File: config.mk
export PLATFORM = sky130hd
export DESIGN_NAME = sudoku_grid_ctrl
export DESIGN_NICKNAME = d
export VERILOG_FILES = /design/src/rtl/sudoku_grid_ctrl.sv
export SDC_FILE = /design/constraint.sdc
export NUM_CORES = 1
export LEC_CHECK = 0
export CORE_ASPECT_RATIO = 1.2
export CORE_UTILIZATION = 40
export DETAILED_ROUTE_END_ITERATION = 8
export MAX_ROUTING_LAYER = met4
export PLACE_DENSITY = 0.68
export SLEW_MARGIN = 10
export SYNTH_ARGS = -nofsm -noshare
export SYNTH_HDL_FRONTEND = slang
export SYNTH_SLANG_ARGS = --single-unit
File: constraint.sdc
create_clock -name clk -period 2.1 [get_ports clk]
set_input_delay 0.315 -clock clk [delete_from_list [all_inputs] [get_ports clk]]
set_output_delay 0.315 -clock clk [all_outputs]
set_load 0.05 [all_outputs]
File: src/rtl/sudoku_grid_ctrl.sv
`default_nettype none
// ============================================================================
// sudoku_grid_ctrl : loads 81 puzzle digits into the cell array, then runs
//                    update passes until solved, stalled, or out of passes.
// Revision: 1.0
// ============================================================================
module sudoku_grid_ctrl #(
    parameter int         MAX_PASS   = 9,
    parameter logic [3:0] CMD_LOAD   = 4'h0,
    parameter logic [3:0] CMD_UPDATE = 4'h1,
    parameter logic [3:0] CMD_NOP    = 4'hF
) (
    input  logic       clk,
    input  logic       rst_n,
    input  logic       start,
    input  logic       in_valid,
    input  logic [3:0] in_digit,
    output logic       in_ready,
    output logic [6:0] cell_sel,
    output logic [3:0] cell_cmd,
    output logic [3:0] cell_data,
    output logic       cell_data_rdy,
    input  logic       cell_solved,
    output logic       busy,
    output logic       done,
    output logic       success,
    output logic       bad_digit,
    output logic [3:0] pass_cnt
);

    typedef enum logic [2:0] {
        S_IDLE  = 3'd0,
        S_LOAD  = 3'd1,
        S_PASS  = 3'd2,
        S_CHECK = 3'd3,
        S_DONE  = 3'd4
    } state_t;

    localparam logic [6:0] LAST_CELL  = 7'd80;
    localparam logic [6:0] NUM_CELLS  = 7'd81;
    localparam logic [3:0] PASS_LIMIT = 4'(MAX_PASS);
    localparam logic [3:0] PASS_SAT   = 4'hF;

    state_t     state_q, state_d;
    logic [6:0] idx_q, idx_d;
    logic [6:0] solved_q, solved_d;
    logic [6:0] prev_q, prev_d;
    logic [3:0] pass_cnt_q, pass_cnt_d;
    logic       bad_digit_q, bad_digit_d;
    logic       success_q, success_d;
    logic       busy_q, busy_d;
    logic       done_q, done_d;

    always_ff @(posedge clk or negedge rst_n) begin
        if (!rst_n) begin
            state_q     <= S_IDLE;
            idx_q       <= 7'd0;
            solved_q    <= 7'd0;
            prev_q      <= 7'd0;
            pass_cnt_q  <= 4'd0;
            bad_digit_q <= 1'b0;
            success_q   <= 1'b0;
            busy_q      <= 1'b0;
            done_q      <= 1'b0;
        end else begin
            state_q     <= state_d;
            idx_q       <= idx_d;
            solved_q    <= solved_d;
            prev_q      <= prev_d;
            pass_cnt_q  <= pass_cnt_d;
            bad_digit_q <= bad_digit_d;
            success_q   <= success_d;
            busy_q      <= busy_d;
            done_q      <= done_d;
        end
    end

    always_comb begin
        state_d       = state_q;
        idx_d         = idx_q;
        solved_d      = solved_q;
        prev_d        = prev_q;
        pass_cnt_d    = pass_cnt_q;
        bad_digit_d   = bad_digit_q;
        success_d     = success_q;
        in_ready      = 1'b0;
        cell_sel      = idx_q;
        cell_cmd      = CMD_NOP;
        cell_data     = 4'd0;
        cell_data_rdy = 1'b0;

        case (state_q)
            S_IDLE: begin
                if (start) begin
                    state_d     = S_LOAD;
                    idx_d       = 7'd0;
                    solved_d    = 7'd0;
                    prev_d      = 7'd0;
                    pass_cnt_d  = 4'd0;
                    bad_digit_d = 1'b0;
                    success_d   = 1'b0;
                end
            end
            S_LOAD: begin
                in_ready = 1'b1;
                if (in_valid) begin
                    cell_cmd      = CMD_LOAD;
                    cell_data_rdy = 1'b1;
                    // Out-of-range digits are loaded as blanks and flagged.
                    if (in_digit > 4'd9) begin
                        bad_digit_d = 1'b1;
                    end else begin
                        cell_data = in_digit;
                    end
                    if (idx_q == LAST_CELL) begin
                        state_d = S_PASS;
                        idx_d   = 7'd0;
                    end else begin
                        idx_d = idx_q + 7'd1;
                    end
                end
            end
            S_PASS: begin
                cell_cmd      = CMD_UPDATE;
                cell_data_rdy = 1'b1;
                solved_d      = solved_q + {6'd0, cell_solved};
                if (idx_q == LAST_CELL) begin
                    state_d = S_CHECK;
                    idx_d   = 7'd0;
                    if (pass_cnt_q != PASS_SAT) begin
                        pass_cnt_d = pass_cnt_q + 4'd1;
                    end
                end else begin
                    idx_d = idx_q + 7'd1;
                end
            end
            S_CHECK: begin
                if (solved_q == NUM_CELLS) begin
                    state_d   = S_DONE;
                    success_d = 1'b1;
                end else if ((solved_q == prev_q) || (pass_cnt_q == PASS_LIMIT)) begin
                    state_d   = S_DONE;
                    success_d = 1'b0;
                end else begin
                    state_d  = S_PASS;
                    prev_d   = solved_q;
                    solved_d = 7'd0;
                end
            end
            S_DONE: begin
                state_d = S_IDLE;
            end
            default: begin
                state_d = S_IDLE;
            end
        endcase

        // Status flops track the state being entered so they align with it.
        busy_d = (state_d == S_LOAD) || (state_d == S_PASS) || (state_d == S_CHECK);
        done_d = (state_d == S_DONE);
    end

    assign busy      = busy_q;
    assign done      = done_q;
    assign success   = success_q;
    assign bad_digit = bad_digit_q;
    assign pass_cnt  = pass_cnt_q;

endmodule
`default_nettype wire

==> metrics.md <==
| Metric | Value |
|---|---|
| Synth Instances | `192` |
| Vias in the first global route | `1478` |
| Slew HR | `0.666` |
| First-pass iteration count of the detailed router | `4` |
| PortBufs | `33` |
| Final max-slew violation count | `0` |
| Clk sinks | `32` |
| Area leader, netlist | `dfrtp_1` |
| #FFs+latches synth | `32` |
| Share of post-route cells with drive strength above 1 | `0.202` |
| Chip height | `74.7 um` |
| Final Cycle Share | `0.941` |
| Worst clock skew | `0.00713 ns` |
| Final setup fails | `0` |
| Row count | `26` |
| 1st-iter DRT viols | `54` |
| N_diodes | `0` |
| Sequential fraction of the synthesis area | `0.454` |
| Non-filler instance count after layout | `294` |
| Peak supply drop | `0.000527 V` |
| Clock root cell | `clkbuf_8` |
| H-Tree Depth | `2` |
| Total Routing Usage GR | `0.194` |
| CP Class | `reg2out` |
| Worst-skew pair later-pin latency | `0.29 ns` |
| Area delta synth->final | `36.6%` |
| Setup crit start kind | `flop` |
| Placed Instances | `286` |
| Num ports | `34` |
| Routed Antenna Nets | `0` |
| CTS clock-pin slew for the worst setup and hold paths | `0.07 ns` |
| Lkg Pwr | `1.06 nW` |
| CTS Hold Bufs | `0` |
| Crit-path cells | `nor2_2 -> nand2_4 -> nor2_1 -> and2_1 -> buf_12` |
| Initial core utilization | `0.417` |
| Total CTS buffers | `5` |
| Worst hold path class | `in2async` |
| Power per cell area | `935 nW/um^2` |
| Crit path max fanout | `10` |
| Max Clk Rate | `506 MHz` |
| Post-synth top area share | `0.454` |
| Post-place instance area | `2300 um^2` |
| Nets@finish | `252` |
| First-pass GRT wire length | `6710 um` |
| WP data arrival | `1.66 ns` |
| Total wire length | `4100 um` |
| DPL Wire Length | `3020 um` |
| Design Area, Final | `2410 um^2` |
| Routability congestion estimate | `0.789` |
| Yosys cell types | `43` |
| Initial antenna violation count | `0` |
| RSZ-0062 raised after global routing | `false` |
| Hold Vio Cnt, Final | `0` |
| Mean post-synth cell area | `9.18 um^2` |
| Synth warn | `0` |
| Final min period | `1.98 ns` |
| Hold Slack | `0.436 ns` |
| Total of max-cap violations | `0` |
| Filler cells | `394` |
| Die Width | `62.6 um` |
| Die ar. | `4680 um^2` |
| TritonCTS clock tree | `built` |
| WL/cell | `13.9 um` |
| Clock tree buffer depth | `2` |
| Residual DRC | `0` |
| Post-Syn Area | `1760 um^2` |
| Status | `complete, no violations` |
| Vias per inst | `5.25` |
| Slew @ Worst Pin | `0.499 ns` |
| Syn nets | `207` |
| Routed vias | `1544` |
| Largest net degree at the start of global routing | `33` |
| Core region area | `4230 um^2` |
| CP required | `1.78 ns` |
| Gr ovfl total | `0` |
| Crit path max-delay cell type | `dfrtp_1` |
| CP endpoint kind | `output port` |
| Final core occ | `0.569` |
| Synth top area cells | `dfrtp_1 45%, o21ai_0 5.4%, nand3_1 4.8%` |
| Largest stage delay, worst path | `0.50 ns` |
[flip-flops by register name, summed over array words and instances (netlist names)]
signal,cells
solved_q,7
success,1
state_q,3
bad_digit,1
done,1
busy,1
prev_q,7
pass_cnt,4
cell_sel,7
[Yosys cell counts (all sizes together)]
| cell type | number |
|---|---|
| o21bai | 1 |
| nand4bb | 1 |
| clkbuf | 4 |
| nand3b | 2 |
| nor3 | 2 |
| xor2 | 9 |
| nand2b | 2 |
| a22o | 3 |
| nor4b | 3 |
| ha | 6 |
| buf | 4 |
| nand3 | 17 |
| o31ai | 1 |
| or3 | 5 |
| a21boi | 1 |
| or4 | 1 |
| o22ai | 1 |
| mux2i | 2 |
| dfrtp | 32 |
| nor3b | 1 |
| xnor2 | 1 |
| o311ai | 1 |
| a21oi | 11 |
| o21ai | 26 |
| a31oi | 1 |
| nor4 | 1 |
| or2 | 2 |
| o211ai | 2 |
| nor2 | 13 |
| a211oi | 1 |
| and2 | 2 |
| nand4 | 4 |
| and3 | 2 |
| nor2b | 2 |
| inv | 13 |
| nand2 | 11 |
| o41ai | 1 |
[placed cells by master (no fill, tap or decap), drive strengths merged, types with 2 or more instances in the layout]
master	count
nor4b	3
or2	2
a22o	3
buf	23
nand3	17
and3	2
o21ai	26
nor2b	2
dfrtp	32
clkdlybuf4s50	23
nand2	11
inv	12
clkbuf	7
or3	5
mux2i	2
nand2b	2
o211ai	2
and2	2
nor2	13
ha	6
xor2	9
nand3b	2
a21oi	11
nor3	2
nand4	4
clkinvlp	2
[through the flow]
step                total power [mW]  setup TNS, ns  setup WS [ns]
global route                    2.38              0        0.00703
detailed placement              1.76              0         0.0741
global placement                1.74              0         0.0957
CTS                             2.27              0        0.00496
finish                          2.25              0          0.124
floorplan                       1.44         -0.194         -0.194
[power breakdown]
| part | internal (mW) | switching [mW] | total (mW) |
|---|---|---|---|
| clock | 0.266 | 0.239 | 0.506 |
| sequential | 0.734 | 0.126 | 0.860 |
| combinational | 0.337 | 0.548 | 0.886 |
[repair_timing]
item                                    CTS  global route
gates resized for setup                   1             4
endpoints found under the setup margin    3             3
cloned                                    0             0
pin swaps                                 0             0
setup buffers                             0             0
[layout make-up]
cell class	instances	area (um^2)	area share
well taps	56	70.1	0.0291
repair buffers	46	465	0.193
multi-input cells	139	921	0.383
clock buffers	7	86.3	0.0359
inverters	13	52.6	0.0218
clock inverters	1	7.51	0.00312
flip-flops and latches	32	805	0.334
[path summary, 6_finish.rpt]
| path | startpoint | endpoint | slack, ns | cells past startpoint |
|---|---|---|---|---|
| min reg2reg | bad_digit$_DFFE_PN0P_ | bad_digit$_DFFE_PN0P_ | 0.49 | 2 |
| min in group clk | bad_digit$_DFFE_PN0P_ | bad_digit$_DFFE_PN0P_ | 0.49 | 2 |
| max in group asynchronous | rst_n | state_q[1]$_DFF_PN0_ | 1.35 | 2 |
| max reg2reg | solved_q[5]$_DFFE_PN0P_ | busy$_DFF_PN0_ | 0.13 | 6 |
| min | rst_n | solved_q[3]$_DFFE_PN0P_ | 0.44 | 2 |
| max | state_q[2]$_DFF_PN0_ | cell_data[2] | 0.12 | 5 |
[critical path, delay by kind of cell, from the launching register on]
family / cells / cell delay, ns
DFF: 1 / 0.50
and+or+nand+nor: 4 / 0.72
buffers and inverters: 1 / 0.15
[layer usage]
| layer | part of all wire | vias to the layer above | track usage |
|---|---|---|---|
| met1 | 0.43 | 732 | 0.223 |
| met2 | 0.51 | 34 | 0.325 |
| met5 | 0 | - | - |
| met4 | 0.022 | 0 | 0.0956 |
| li1 | - | 771 | - |
| met3 | 0.039 | 7 | 0.0424 |
[cells by family (layout without fill, tap and decap cells)]
kind of cell / Yosys count / in the layout / synth area share
fa+ha+maj: 6 / 6 / 0.0426
mux: 2 / 2 / 0.0114
simple gates: 71 / 71 / 0.221
xor+xnor: 10 / 10 / 0.0497
buf+inv: 21 / 67 / 0.0511
flops: 32 / 32 / 0.454
compound gates: 50 / 50 / 0.170
(Power assumes the default switching activity.)
